**src/rtl/sprite_opacity_reader_pkg.sv**
```systemverilog
// sprite_opacity_reader_pkg: shared sprite geometry, SRAM widths, bitmap bases and FSM state type
package sprite_opacity_reader_pkg;
  localparam int IMAGE_SIZE = 32;
  localparam int DATA_W = 16;
  localparam int ADDR_W = 20;
  localparam int READ_LAT = 2;
  localparam logic [ADDR_W-1:0] CAR1_BASE = 20'h00000;
  localparam logic [ADDR_W-1:0] CAR2_BASE = 20'h00040;
  localparam int WPR = IMAGE_SIZE / DATA_W;
  localparam int ROW_W = $clog2(IMAGE_SIZE);
  localparam int WORD_W = WPR > 1 ? $clog2(WPR) : 1;
  typedef enum logic [1:0] {S_IDLE, S_ISSUE, S_WAIT, S_PRESENT} state_t;
endpackage

```
**src/rtl/sram_read_pipe.sv**
```systemverilog
// sram_read_pipe: fixed-latency valid/tag shift register tracking in-flight SRAM reads
module sram_read_pipe #(
  parameter int DEPTH = 2,
  parameter int TAG_W = 1
) (
  input  logic             i_clk,
  input  logic             i_rst_n,
  input  logic             i_flush,
  input  logic             i_valid,
  input  logic [TAG_W-1:0] i_tag,
  output logic             o_valid,
  output logic [TAG_W-1:0] o_tag,
  output logic             o_pending
);
  logic [DEPTH-1:0] valid_q, valid_d;
  logic [DEPTH*TAG_W-1:0] tag_q, tag_d;
  // newest entry enters at the top stage, stage 0 is the one being sampled
  always_comb begin
    valid_d = i_flush ? '0 : (valid_q >> 1) | (DEPTH'(i_valid) << (DEPTH - 1));
    tag_d = i_flush ? '0 : (tag_q >> TAG_W) | ((DEPTH*TAG_W)'(i_tag) << ((DEPTH - 1) * TAG_W));
  end
  always_ff @(posedge i_clk or negedge i_rst_n) begin
    if (!i_rst_n) begin
      valid_q <= '0;
      tag_q <= '0;
    end else begin
      valid_q <= valid_d;
      tag_q <= tag_d;
    end
  end
  assign o_valid = valid_q[0];
  assign o_tag = tag_q[TAG_W-1:0];
  assign o_pending = |(valid_q >> 1);
endmodule

```
**src/rtl/sprite_opacity_reader.sv**
```systemverilog
// sprite_opacity_reader: fetches a car opacity bitmap from SRAM and presents it row by row
module sprite_opacity_reader
  import sprite_opacity_reader_pkg::*;
(
  input  logic                  i_clk,
  input  logic                  i_rst_n,
  input  logic                  i_start,
  input  logic                  i_car_sel,
  input  logic                  i_abort,
  input  logic                  i_grant,
  output logic [ADDR_W-1:0]     o_sram_addr,
  output logic                  o_sram_rd,
  input  logic [DATA_W-1:0]     i_sram_data,
  output logic [IMAGE_SIZE-1:0] o_row_data,
  output logic [ROW_W-1:0]      o_row_idx,
  output logic                  o_row_valid,
  input  logic                  i_row_ready,
  output logic                  o_busy,
  output logic                  o_done
);
  state_t state_q, state_d;
  logic [ROW_W-1:0] row_q, row_d;
  logic [WORD_W-1:0] word_q, word_d;
  logic sel_q, sel_d, done_q, done_d;
  logic [IMAGE_SIZE-1:0] data_q, data_d;
  logic rd, abort, p_valid, p_pending;
  logic [WORD_W-1:0] p_tag;
  logic [ADDR_W-1:0] addr;
  assign abort = i_abort && state_q != S_IDLE;
  assign rd = state_q == S_ISSUE && i_grant && !i_abort;
  assign addr = (sel_q ? CAR2_BASE : CAR1_BASE) + ADDR_W'(row_q) * ADDR_W'(WPR) + ADDR_W'(word_q);
  sram_read_pipe #(.DEPTH(READ_LAT), .TAG_W(WORD_W)) u_pipe (
    .i_clk(i_clk),
    .i_rst_n(i_rst_n),
    .i_flush(abort),
    .i_valid(rd),
    .i_tag(word_q),
    .o_valid(p_valid),
    .o_tag(p_tag),
    .o_pending(p_pending)
  );
  always_comb begin
    state_d = state_q;
    row_d = row_q;
    word_d = word_q;
    sel_d = sel_q;
    done_d = 1'b0;
    data_d = p_valid ? (data_q & ~(IMAGE_SIZE'({DATA_W{1'b1}}) << (int'(p_tag) * DATA_W)))
                       | (IMAGE_SIZE'(i_sram_data) << (int'(p_tag) * DATA_W)) : data_q;
    if (abort) begin
      state_d = S_IDLE;
      row_d = '0;
      word_d = '0;
      data_d = '0;
    end else begin
      case (state_q)
        S_IDLE: if (i_start && !i_abort) begin
          state_d = S_ISSUE;
          sel_d = i_car_sel;
          row_d = '0;
          word_d = '0;
        end
        S_ISSUE: if (rd) begin
          state_d = word_q == WORD_W'(WPR - 1) ? S_WAIT : S_ISSUE;
          word_d = word_q == WORD_W'(WPR - 1) ? word_q : word_q + 1'b1;
        end
        S_WAIT: state_d = p_pending ? S_WAIT : S_PRESENT;
        S_PRESENT: if (i_row_ready) begin
          if (row_q == ROW_W'(IMAGE_SIZE - 1)) begin
            state_d = S_IDLE;
            done_d = 1'b1;
            row_d = '0;
          end else begin
            state_d = S_ISSUE;
            row_d = row_q + 1'b1;
            word_d = '0;
          end
        end
        default: state_d = S_IDLE;
      endcase
    end
  end
  always_ff @(posedge i_clk or negedge i_rst_n) begin
    if (!i_rst_n) begin
      state_q <= S_IDLE;
      row_q <= '0;
      word_q <= '0;
      sel_q <= 1'b0;
      done_q <= 1'b0;
      data_q <= '0;
    end else begin
      state_q <= state_d;
      row_q <= row_d;
      word_q <= word_d;
      sel_q <= sel_d;
      done_q <= done_d;
      data_q <= data_d;
    end
  end
  assign o_sram_rd = rd;
  assign o_sram_addr = rd ? addr : '0;
  assign o_row_data = data_q;
  assign o_row_idx = row_q;
  assign o_row_valid = state_q == S_PRESENT;
  assign o_busy = state_q != S_IDLE;
  assign o_done = done_q;
endmodule
```
**config.mk**
```make
export PLATFORM = sky130hd
export DESIGN_NAME = sprite_opacity_reader
export DESIGN_NICKNAME = d
export VERILOG_FILES = /design/src/rtl/sprite_opacity_reader_pkg.sv /design/src/rtl/sram_read_pipe.sv /design/src/rtl/sprite_opacity_reader.sv
export SDC_FILE = /design/constraint.sdc
export NUM_CORES = 1
export LEC_CHECK = 0
export ABC_CLOCK_PERIOD_IN_PS = 1700
export BUFFER_PORTS_ARGS = -buffer_cell sky130_fd_sc_hd__buf_4
export CORE_ASPECT_RATIO = 0.6
export CORE_UTILIZATION = 44
export CTS_CLUSTER_DIAMETER = 50
export DETAILED_ROUTE_END_ITERATION = 6
export PLACE_DENSITY = 0.76
export SLEW_MARGIN = 40
export SYNTH_ARGS = -nofsm -noshare
export SYNTH_HDL_FRONTEND = slang
export SYNTH_SLANG_ARGS = --single-unit
```
**constraint.sdc**
```tcl
create_clock -name i_clk -period 1.7 [get_ports i_clk]
set_input_delay 0.17 -clock i_clk [delete_from_list [all_inputs] [get_ports i_clk]]
set_output_delay 0.17 -clock i_clk [all_outputs]
set_load 0.02 [all_outputs]
```
# Word-level counts from Yosys, hierarchy flattened
# Cells that the tools add are included.
[op_classes] n_addsub=4 shift=2 bitwise=6 eq_ne=8 mux=30 n_reduce_logical=14
[op_table] op="2-to-1 mux 32 bit" count=2
[op_table] op="AND 32 bit" count=1
[op_table] op="NOT 32 bit" count=1
[op_table] op="OR 32 bit" count=1
[op_table] op="<< shifter 16 x 5 -> 32 bit" count=1
[op_table] op="<< shifter 16 x 5 -> 32 bit (first input constant)" count=1
[op_table] op="2-to-1 mux 5 bit" count=4
[op_table] op="2-to-1 mux 2 bit" count=7
[op_table] op="2-to-1 mux 1 bit" count=12
[op_table] op="one-hot mux 5 bit (2 select lines)" count=1
[op_table] op="adder 8 x 1 -> 9 bit" count=1
[op_table] op="2-to-1 mux 9 bit" count=1
[op_table] op="!= test 3 x 2 -> 1 bit (second input constant)" count=3
[op_table] op="AND reduction 3 bit" count=3
[op_table] op="adder 7 x 6 -> 8 bit" count=1
[op_table] op="one-hot mux 2 bit (4 select lines)" count=1
[op_table] op="2-to-1 mux 7 bit" count=1
[op_table] op="adder 5 x 1 -> 5 bit (second input constant)" count=1
[op_table] op="equality test 5 bit (second input constant)" count=1
[op_table] op="AND reduction 5 bit" count=1
[op_table] op="equality test 2 bit (second input constant)" count=2
[op_table] op="logical AND 1 bit" count=4
[op_table] op="OR 1 x 2 -> 2 bit" count=2
[op_table] op="nonzero test 2 bit" count=2
[op_table] op="9 further kinds" count=9
[totals] output_inout_bits=61 in_bits=23 regBits=46 wordCells=72

# Logic depth before layout (Yosys ltp)
# Gate-level depths: netlist of the first run.
[logic_depth] word_depth=6 ltp_mapped=6 ltp_nobuf=6

# Hierarchy
# From an unflattened synthesis of the first run, not the netlist that was laid out.
[unflattened] hier_cells=236 hier_area_um2=2149.6
[modules_own_cells] module="sprite_opacity_reader" area_per_inst_um2=2024.4 cells_per_inst=228 instances=1 seq_area_each_um2=1051.0
[modules_own_cells] module="sram_read_pipe" area_per_inst_um2=125.1 cells_per_inst=8 instances=1 seq_area_each_um2=100.1

# Worst setup path before layout of the first run
# OpenSTA, ideal clock, no wires.
[synth_timing] kind="reg2reg" from="register row_q[0] (netlist: o_row_idx[0])" to="register state_q[0]" synth_period_minus_slack_ns=1.767 t_required_ns=1.623 stages_incl_launch_ff=6 setup_ns=0.077 n_path_buf=0 slack_ns=-0.067 arrival_ns=1.690 path_cell_list="dfrtp_1 -> ha_1 -> and3_1 -> ha_1 -> mux4_1 -> a21oi_1"
[synth_between] elab_chain_cells=5
[synth_lines] element="start, declared" line="sprite_opacity_reader.sv:22" text="logic [ROW_W-1:0] row_q, row_d;"
[synth_lines] element="start signal, assigned" line="sprite_opacity_reader.sv:93" text="row_q <= row_d;"
[synth_lines] element="equality test 5 bit" line="sprite_opacity_reader.sv:69" text="if (row_q == ROW_W'(IMAGE_SIZE - 1)) begin"
[synth_lines] element="2-to-1 mux 1 bit" line="sprite_opacity_reader.sv:69"
[synth_lines] element="2-to-1 mux 2 bit" line="sprite_opacity_reader.sv:68" text="S_PRESENT: if (i_row_ready) begin"
[synth_lines] element="one-hot mux 2 bit (4 select lines)" line="sprite_opacity_reader.sv:56" text="case (state_q)"
[synth_lines] element="2-to-1 mux 2 bit" line="sprite_opacity_reader.sv:50" text="if (abort) begin"
[synth_lines] element="end signal, assigned" line="sprite_opacity_reader.sv:92" text="state_q <= state_d;"
[synth_lines] element="end, declared" line="sprite_opacity_reader.sv:21" text="state_t state_q, state_d;"
# Every way passes these cells. The select of a mux whose other input is x is not followed.
# A chain may end at the register's enable or synchronous reset.

# Worst setup path in the final report of the first run
[layout_timing] from="register row_q[0] (netlist: o_row_idx[0])" to="register row_q[3] (netlist: o_row_idx[3])"
[layout_between] elab_chain_cells=5 elab_cells_between_ends=6 classes_between="1 x add/sub; 1 x eq/ne; 4 x mux"
[layout_lines] element="adder 5 x 1 -> 5 bit / equality test 5 bit (equally long branches)" line="sprite_opacity_reader.sv:75, sprite_opacity_reader.sv:69"
[layout_lines] element="2-to-1 mux 5 bit *" line="sprite_opacity_reader.sv:69"
[layout_lines] element="2-to-1 mux 5 bit *" line="sprite_opacity_reader.sv:68"
[layout_lines] element="one-hot mux 5 bit (2 select lines) *" line="sprite_opacity_reader.sv:56"
[layout_lines] element="2-to-1 mux 5 bit *" line="sprite_opacity_reader.sv:50"
# Every way passes the cells marked *; elsewhere a longest branch is shown, timed or not. The select of a mux whose other input is x is not followed.

==> results.md, run 1 <==
* Status: completed
* CP max stage cell: dfrtp_2
* Row Count at 19
* Critical Path, Cell by Cell: ha_4, and3_1, ha_2, and4bb_4, a31oi_2, a31oi_1
* Clock transition at the registers of the reported paths at 0.08 ns
* Gr usage total at 21.1%
* Pin count of the biggest net entering global routing at 47
* Dpl cells at 368
* GR Util met3 at 7.32%
* Post-Synthesis Cells at 239
* FF-to-FF End: o_row_idx[3]
* Antenna violations before repair at 0
* Max Cap Viol at 0
* Buf/Inv on CP at 0
* FILL cells at 404
* Required time worst endpoint at 1.91 ns
* H-Tree Depth at 2
* CP Capture Point: o_row_idx[3]
* Nets at 343
* R2r setup slk at 0.08 ns
* Post-route cell area at 2920 sq um
* Clock Skews at 0.00951 ns
* Reg2Reg Depth at 6
* WL/cell at 14.2 um
* CP Depth at 6
* PwrDens at 848 nW/um^2
* Max-slew headroom at 60.5%
* Non-filler instance count after layout at 382
* DRC errors left at 0
* Critical path peak fanout at 5
* Total wire length at 5.42 mm
* PortBufs at 70
* GPL Wtd Cong at 0.897
* Starting Density at 46.8%
* Core Region at 4660 sq um
* Critical path capture point type: flop
* Hold Path Class: input pin to flop
* Worst Hold Launch: i_abort
* CTS Buf Count at 5
* Simple-Gate Fraction of Synth Area at 23.5%
* Die ar. at 5250 sq um
* M1 GR Usage at 33.3%
* Grt peak-use layer: met1
* Tmin final at 1.62 ns
* Antenna-violating nets left at 0
* Synth cell types at 31
* Synthesized cell area at 2180 sq um
* Critical path's largest stage delay at 0.43 ns
* Compound-Gate Fraction of Synth Area at 11.3%
* Post-Syn Area per Cell at 9.13 sq um
* Final setup viols at 0
* Yosys warning count at 0
* Final Hold Viols at 0
* Total negative setup slack at 0 ns
* GRT Residual Overflow at 0
* Seq/Total Area, Yosys at 52.8%
* #FFs+latches synth at 46
* Mux cell area share after synthesis at 1.89%
* GRT met2 Usage at 27.7%
* CTS sink cnt at 46
* Crit path DAT at 1.83 ns
* CTS root buffer: clkbuf_8
* FF-to-FF Start: o_row_idx[0]
* Inserted Diodes at 0
* Area grow syn2layout at 33.8%
* Worst slew pin tran at 0.592 ns
* Max Clock Freq at 618 MHz
* Top Ports at 84
* XOR/XNOR share of the synthesized area at 0%
* Via total after detailed routing at 1913
* Clock Path Buffers at 2
* Adder-Cell Fraction of Synth Area at 1.15%
* Chip height at 56.6 um
* Cell family with most CP delay: simple AND/OR/NAND/NOR gates
* Via density at 5.01
* Clk_lat worst skew at 0.29 ns
* Leak at 1.44 nW
* Drt first pass iters at 4
* Crit Path Category: flop to flop
* Share of cells above drive strength 1 at 33.5%
* Vias in the first global route at 1702
* Main combinational cell family by area after synthesis: simple AND/OR/NAND/NOR gates
* Area post-placement at 2740 sq um
* Slew Viols, Final at 0
* CP Launch Point: o_row_idx[0]
* Max VDD drop at 0.000551 V
* Ratio of final minimum period to clock period at 95.2%
* Startpoint types: flop
* First-pass GRT wire length at 8.51 mm
* DR iter-0 viols at 155
* Die X at 92.9 um
* Hpwl dp at 3.83 mm
* CTS tree: built
==> sequential cells by signal, indices dropped and copies added, names as in the netlist <==
| register | cells |
|---|---|
| o_done | 1 |
| o_row_data | 32 |
| o_row_idx | 5 |
| sel_q | 1 |
| state_q | 2 |
| u_pipe.tag_q | 2 |
| u_pipe.valid_q | 2 |
| word_q | 1 |
==> logic make-up after synthesis <==
family | after synthesis
simple gates | 111
compound gates | 46
flops | 46
buf+inv | 31
mux | 2
fa+ha+maj | 2
other cells | 1
==> synth_stat cells <==
master	n	area share (%)
a21oi_1	35	8.0
a31oi_1	2	0.57
a32oi_1	2	0.80
and2_1	11	3.2
and2_2	1	0.34
and2b_1	1	0.34
and3_1	2	0.57
and4bb_2	1	0.57
buf_2	2	0.46
buf_4	14	4.8
buf_6	4	2.1
clkbuf_1	7	1.2
conb_1	1	0.17
dfrtp_1	46	53
ha_1	2	1.1
inv_1	4	0.69
mux2_4	1	0.69
mux4_1	1	1.2
nand2_1	72	12
nand2b_1	5	1.4
nand3_1	3	0.69
nand3b_1	1	0.34
nand4_1	3	0.86
nor2_1	5	0.86
nor2b_1	2	0.57
nor3_1	2	0.46
o211ai_1	2	0.69
o21ai_0	4	0.92
o22ai_1	1	0.29
or2_2	1	0.29
or4b_4	1	0.63
==> area by class of cell <==
class	count	area, sq um	area share, %
tap	63	78.8	2.70
clock inverter	1	30.0	1.03
multi-input combinational	174	907	31.1
clock buffer	7	76.3	2.61
sequential	46	1160	39.6
timing repair buffer	87	656	22.5
inverter	4	15.0	0.514
==> metal layers <==
| layer | routed length [um] | up-vias |
|---|---|---|
| met5 | 0 | - |
| met1 | 2760 | 922 |
| met3 | 444 | 2 |
| li1 | - | 917 |
| met2 | 2200 | 72 |
| met4 | 10 | 0 |
==> worst min path at each step <==
stage	endpoint	cells after the start
after floorplan	o_done	0
after global placement	sel_q	1
after detailed placement	o_row_idx[4]	1
after CTS	sel_q	2
after global routing	state_q[0]	2
final	state_q[0]	2
==> metrics by stage <==
step / setup WS, ns / power, mW / utilization, % / hold slack [ns]
floorplan: 0.000959 / 1.50 / - / -0.126
global placement: 0.0658 / 1.68 / 58.9 / 0.212
detailed placement: 0.0271 / 1.69 / 58.9 / 0.214
CTS: 0.0147 / 2.48 / 61.6 / 0.101
global route: -0.0426 / 2.59 / 62.6 / 0.0976
finish: 0.0817 / 2.48 / 62.6 / 0.109
==> power by group <==
group / internal, mW / total (mW) / switching [mW]
Combinational: 0.202 / 0.475 / 0.273
Clock: 0.440 / 0.785 / 0.344
Sequential: 1.17 / 1.22 / 0.0503
Total: 1.81 / 2.48 / 0.668
==> repair_timing <==
item | in CTS | in global routing
hold endpoints to repair | 46 | 0
hold buffers | 1 | 0
pin swaps | 1 | 1
gates cloned | 0 | 0
gates resized for setup | 3 | 6
buffers inserted | 1 | 4
setup endpoints to repair | 7 | 7
==> placed cells by master (no fill, tap or decap), types with 2 or more instances in the layout <==
master	Yosys	routed
and3_1	2	2
o211ai_1	2	2
conb_1	1	13
buf_4	14	86
nand2_1	72	72
nand4_1	3	3
nor2b_1	2	2
and2_1	11	11
dfrtp_1	46	42
dfrtp_2	0	4
a21oi_1	35	34
inv_1	4	4
nor2_1	5	5
o21ai_0	4	4
clkbuf_8	0	5
clkbuf_1	7	2
nand2b_1	5	4
nor3_1	2	2
a32oi_1	2	2
nand3_1	3	3
Power figures use the tool's default switching activity.
==> run 2, diff against run 1 <==
- ABC_CLOCK_PERIOD_IN_PS: 1700 -> 2000
- CORE_UTILIZATION: 44 -> 52
- PLACE_DENSITY: 0.76 -> 0.84
- clock period: 1.7 -> 2 ns (I/O delays scaled with it)
==> run 2 against run 1 <==
Core utilization rose by 10 points; critical endpoint is now state_q[0]; highest routed layer unchanged; sequential power fell by 15%; via count fell by 2.2%.
==> results.md, run 2 (synthesis results as in run 1) <==
* Max Clock Freq at 539 MHz (was 618 MHz)
* Final Hold Viols at 0 (unchanged)
* DR iter-0 viols at 129 (was 155)
* Clk_lat worst skew at 0.29 ns (about the same)
* Starting Density at 57.0% (was 46.8%)
* PortBufs at 70 (unchanged)
* Clock Path Buffers at 2 (unchanged)
* WL/cell at 14.4 um (was 14.2 um)
* Max Cap Viol at 0 (unchanged)
* Die ar. at 4470 sq um (was 5250 sq um)
* CTS sink cnt at 46 (unchanged)
* Clock Skews at 0.00710 ns (was 0.00951 ns)
* Hold Path Sink: state_q[1] (was state_q[0])
* Most common cell after layout, fill and taps aside: buf_4 (unchanged)
* GRT Residual Overflow at 0 (unchanged)
* Max-slew headroom at 56.3% (was 60.5%)
* Hold path depth at 2 (unchanged)
* GRT met2 Usage at 36.4% (was 27.7%)
* Pin count of the biggest net entering global routing at 47 (unchanged)
* Placement Setup Slack at 0.183 ns (was 0.0271 ns)
* Clock transition at the registers of the reported paths at 0.08 ns (about the same)
* Worst Hold Launch: i_abort (unchanged)
* Antenna violations before repair at 0 (unchanged)
* Slew Viols, Final at 0 (unchanged)
* Max VDD drop at 0.000374 V (was 0.000551 V)
* Cell family with most CP delay: multiplexers (was simple AND/OR/NAND/NOR gates)
* M1 GR Usage at 37.6% (was 33.3%)
* Ratio of final minimum period to clock period at 92.8% (was 95.2%)
* Total negative setup slack at 0 ns (unchanged)
* Final worst slack at 0.145 ns (was 0.0817 ns)
* Grt peak-use layer: met1 (unchanged)
* Chip height at 52.2 um (was 56.6 um)
* Total power at 2.06 mW (was 2.48 mW)
* Crit Path Category: flop to flop (unchanged)
* Critical path peak fanout at 5 (unchanged)
* CTS Buf Count at 5 (unchanged)
* Final Hold Slack at 0.132 ns (was 0.109 ns)
* Top Ports at 84 (unchanged)
* Max reg flops at 32 (unchanged)
* Vias in the first global route at 1678 (was 1702)
* GPL Wtd Cong at 0.828 (was 0.897)
* Hpwl dp at 3.77 mm (was 3.83 mm)
* DRC errors left at 0 (unchanged)
* Crit path DAT at 2.07 ns (was 1.83 ns)
* GR Util met3 at 5.83% (was 7.32%)
* Gr usage total at 24.7% (was 21.1%)
* Worst slew pin tran at 0.656 ns (was 0.592 ns)
* Core Region at 3830 sq um (was 4660 sq um)
* CP max stage cell: mux4_1 (was dfrtp_2)
* Total wire length at 5.13 mm (was 5.42 mm)
* FF-to-FF Start: o_row_idx[1] (was o_row_idx[0])
* H-Tree Depth at 2 (unchanged)
* Non-filler instance count after layout at 355 (was 382)
* Via density at 5.27 (was 5.01)
* Critical Path, Cell by Cell: ha_1, and3_1, ha_1, mux4_1, a21oi_1 (was ha_4, and3_1, ha_2, and4bb_4, a31oi_2, a31oi_1)
* CTS tree: built (unchanged)
* FF-to-FF End: state_q[0] (was o_row_idx[3])
* FILL cells at 296 (was 404)
* Reg2Reg Depth at 5 (was 6)
* Status: completed (unchanged)
* CTS root buffer: clkbuf_8 (unchanged)
* Drt first pass iters at 4 (unchanged)
* Startpoint types: flop (unchanged)
* PwrDens at 738 nW/um^2 (was 848 nW/um^2)
* Tmin final at 1.86 ns (was 1.62 ns)
* Leak at 1.40 nW (was 1.44 nW)
* Hold Path Class: input pin to flop (unchanged)
* Most frequent cells in the layout: 75 x buf_4, 72 x nand2_1, 46 x dfrtp_1 (was 86 x buf_4, 72 x nand2_1, 42 x dfrtp_1)
* Buf/Inv on CP at 0 (unchanged)
* Critical path's largest stage delay at 0.53 ns (was 0.43 ns)
* Most frequent CP cell: ha_1
* First-pass GRT wire length at 8.28 mm (was 8.51 mm)
* Nets at 332 (was 343)
* Dpl cells at 346 (was 368)
* Share of cells above drive strength 1 at 28.9% (was 33.5%)
* Die X at 85.6 um (was 92.9 um)
* Final setup viols at 0 (unchanged)
* Area grow syn2layout at 27.6% (was 33.8%)
* Inserted Diodes at 0 (unchanged)
* R2r setup slk at 0.14 ns (was 0.08 ns)
* Required time worst endpoint at 2.21 ns (was 1.91 ns)
* RSZ-0062 raised after global routing: false
* Via total after detailed routing at 1871 (was 1913)
* Row Count at 17 (was 19)
* Antenna-violating nets left at 0 (unchanged)
* Critical path capture point type: flop (unchanged)
-- run 2: timing repair --
action	in CTS	in global routing
gates resized for setup	0	1
hold buffers	1	0
endpoints found under the hold margin	46	0
setup endpoints to repair	0	2
setup buffers	0	0
-- run 2: metrics by stage --
step | instance area [sq um] | util, %
floorplan | 2230 | -
detailed placement | 2660 | 69.5
finish | 2790 | 72.7
CTS | 2780 | 72.7
global placement | 2660 | 69.5
global route | 2790 | 72.7
-- run 2: report_power, final --
| group | internal [mW] | switching [mW] |
|---|---|---|
| Sequential | 0.990 | 0.0449 |
| Clock | 0.349 | 0.294 |
| Combinational | 0.155 | 0.222 |
-- run 2: worst max-delay path by stage --
stage | startpoint | to | slack (ns) | depth (start not counted)
floorplan | o_row_idx[0] | state_q[0] | 0.23 | 5
detailed placement | o_row_idx[1] | state_q[0] | 0.18 | 5
global placement | o_row_idx[1] | state_q[0] | 0.27 | 5
finish | o_row_idx[1] | state_q[0] | 0.14 | 5
global route | o_row_idx[1] | state_q[0] | 0.06 | 5
CTS | state_q[0] | o_sram_addr[2] | 0.12 | 4
-- run 2: metal layers --
| metal | up-vias | part of all wire (%) |
|---|---|---|
| li1 | 894 | - |
| met1 | 895 | 49 |
| met2 | 80 | 44 |
| met3 | 2 | 7.3 |
| met4 | 0 | 0.078 |
| met5 | - | 0 |
-- run 2: area by class of cell --
class | count | area [sq um] | area share (%)
clock buffers | 8 | 110 | 3.95
inverters | 4 | 15.0 | 0.539
multi-input cells | 174 | 877 | 31.5
flip-flops and latches | 46 | 1150 | 41.3
well taps | 47 | 58.8 | 2.11
repair buffers | 76 | 573 | 20.6
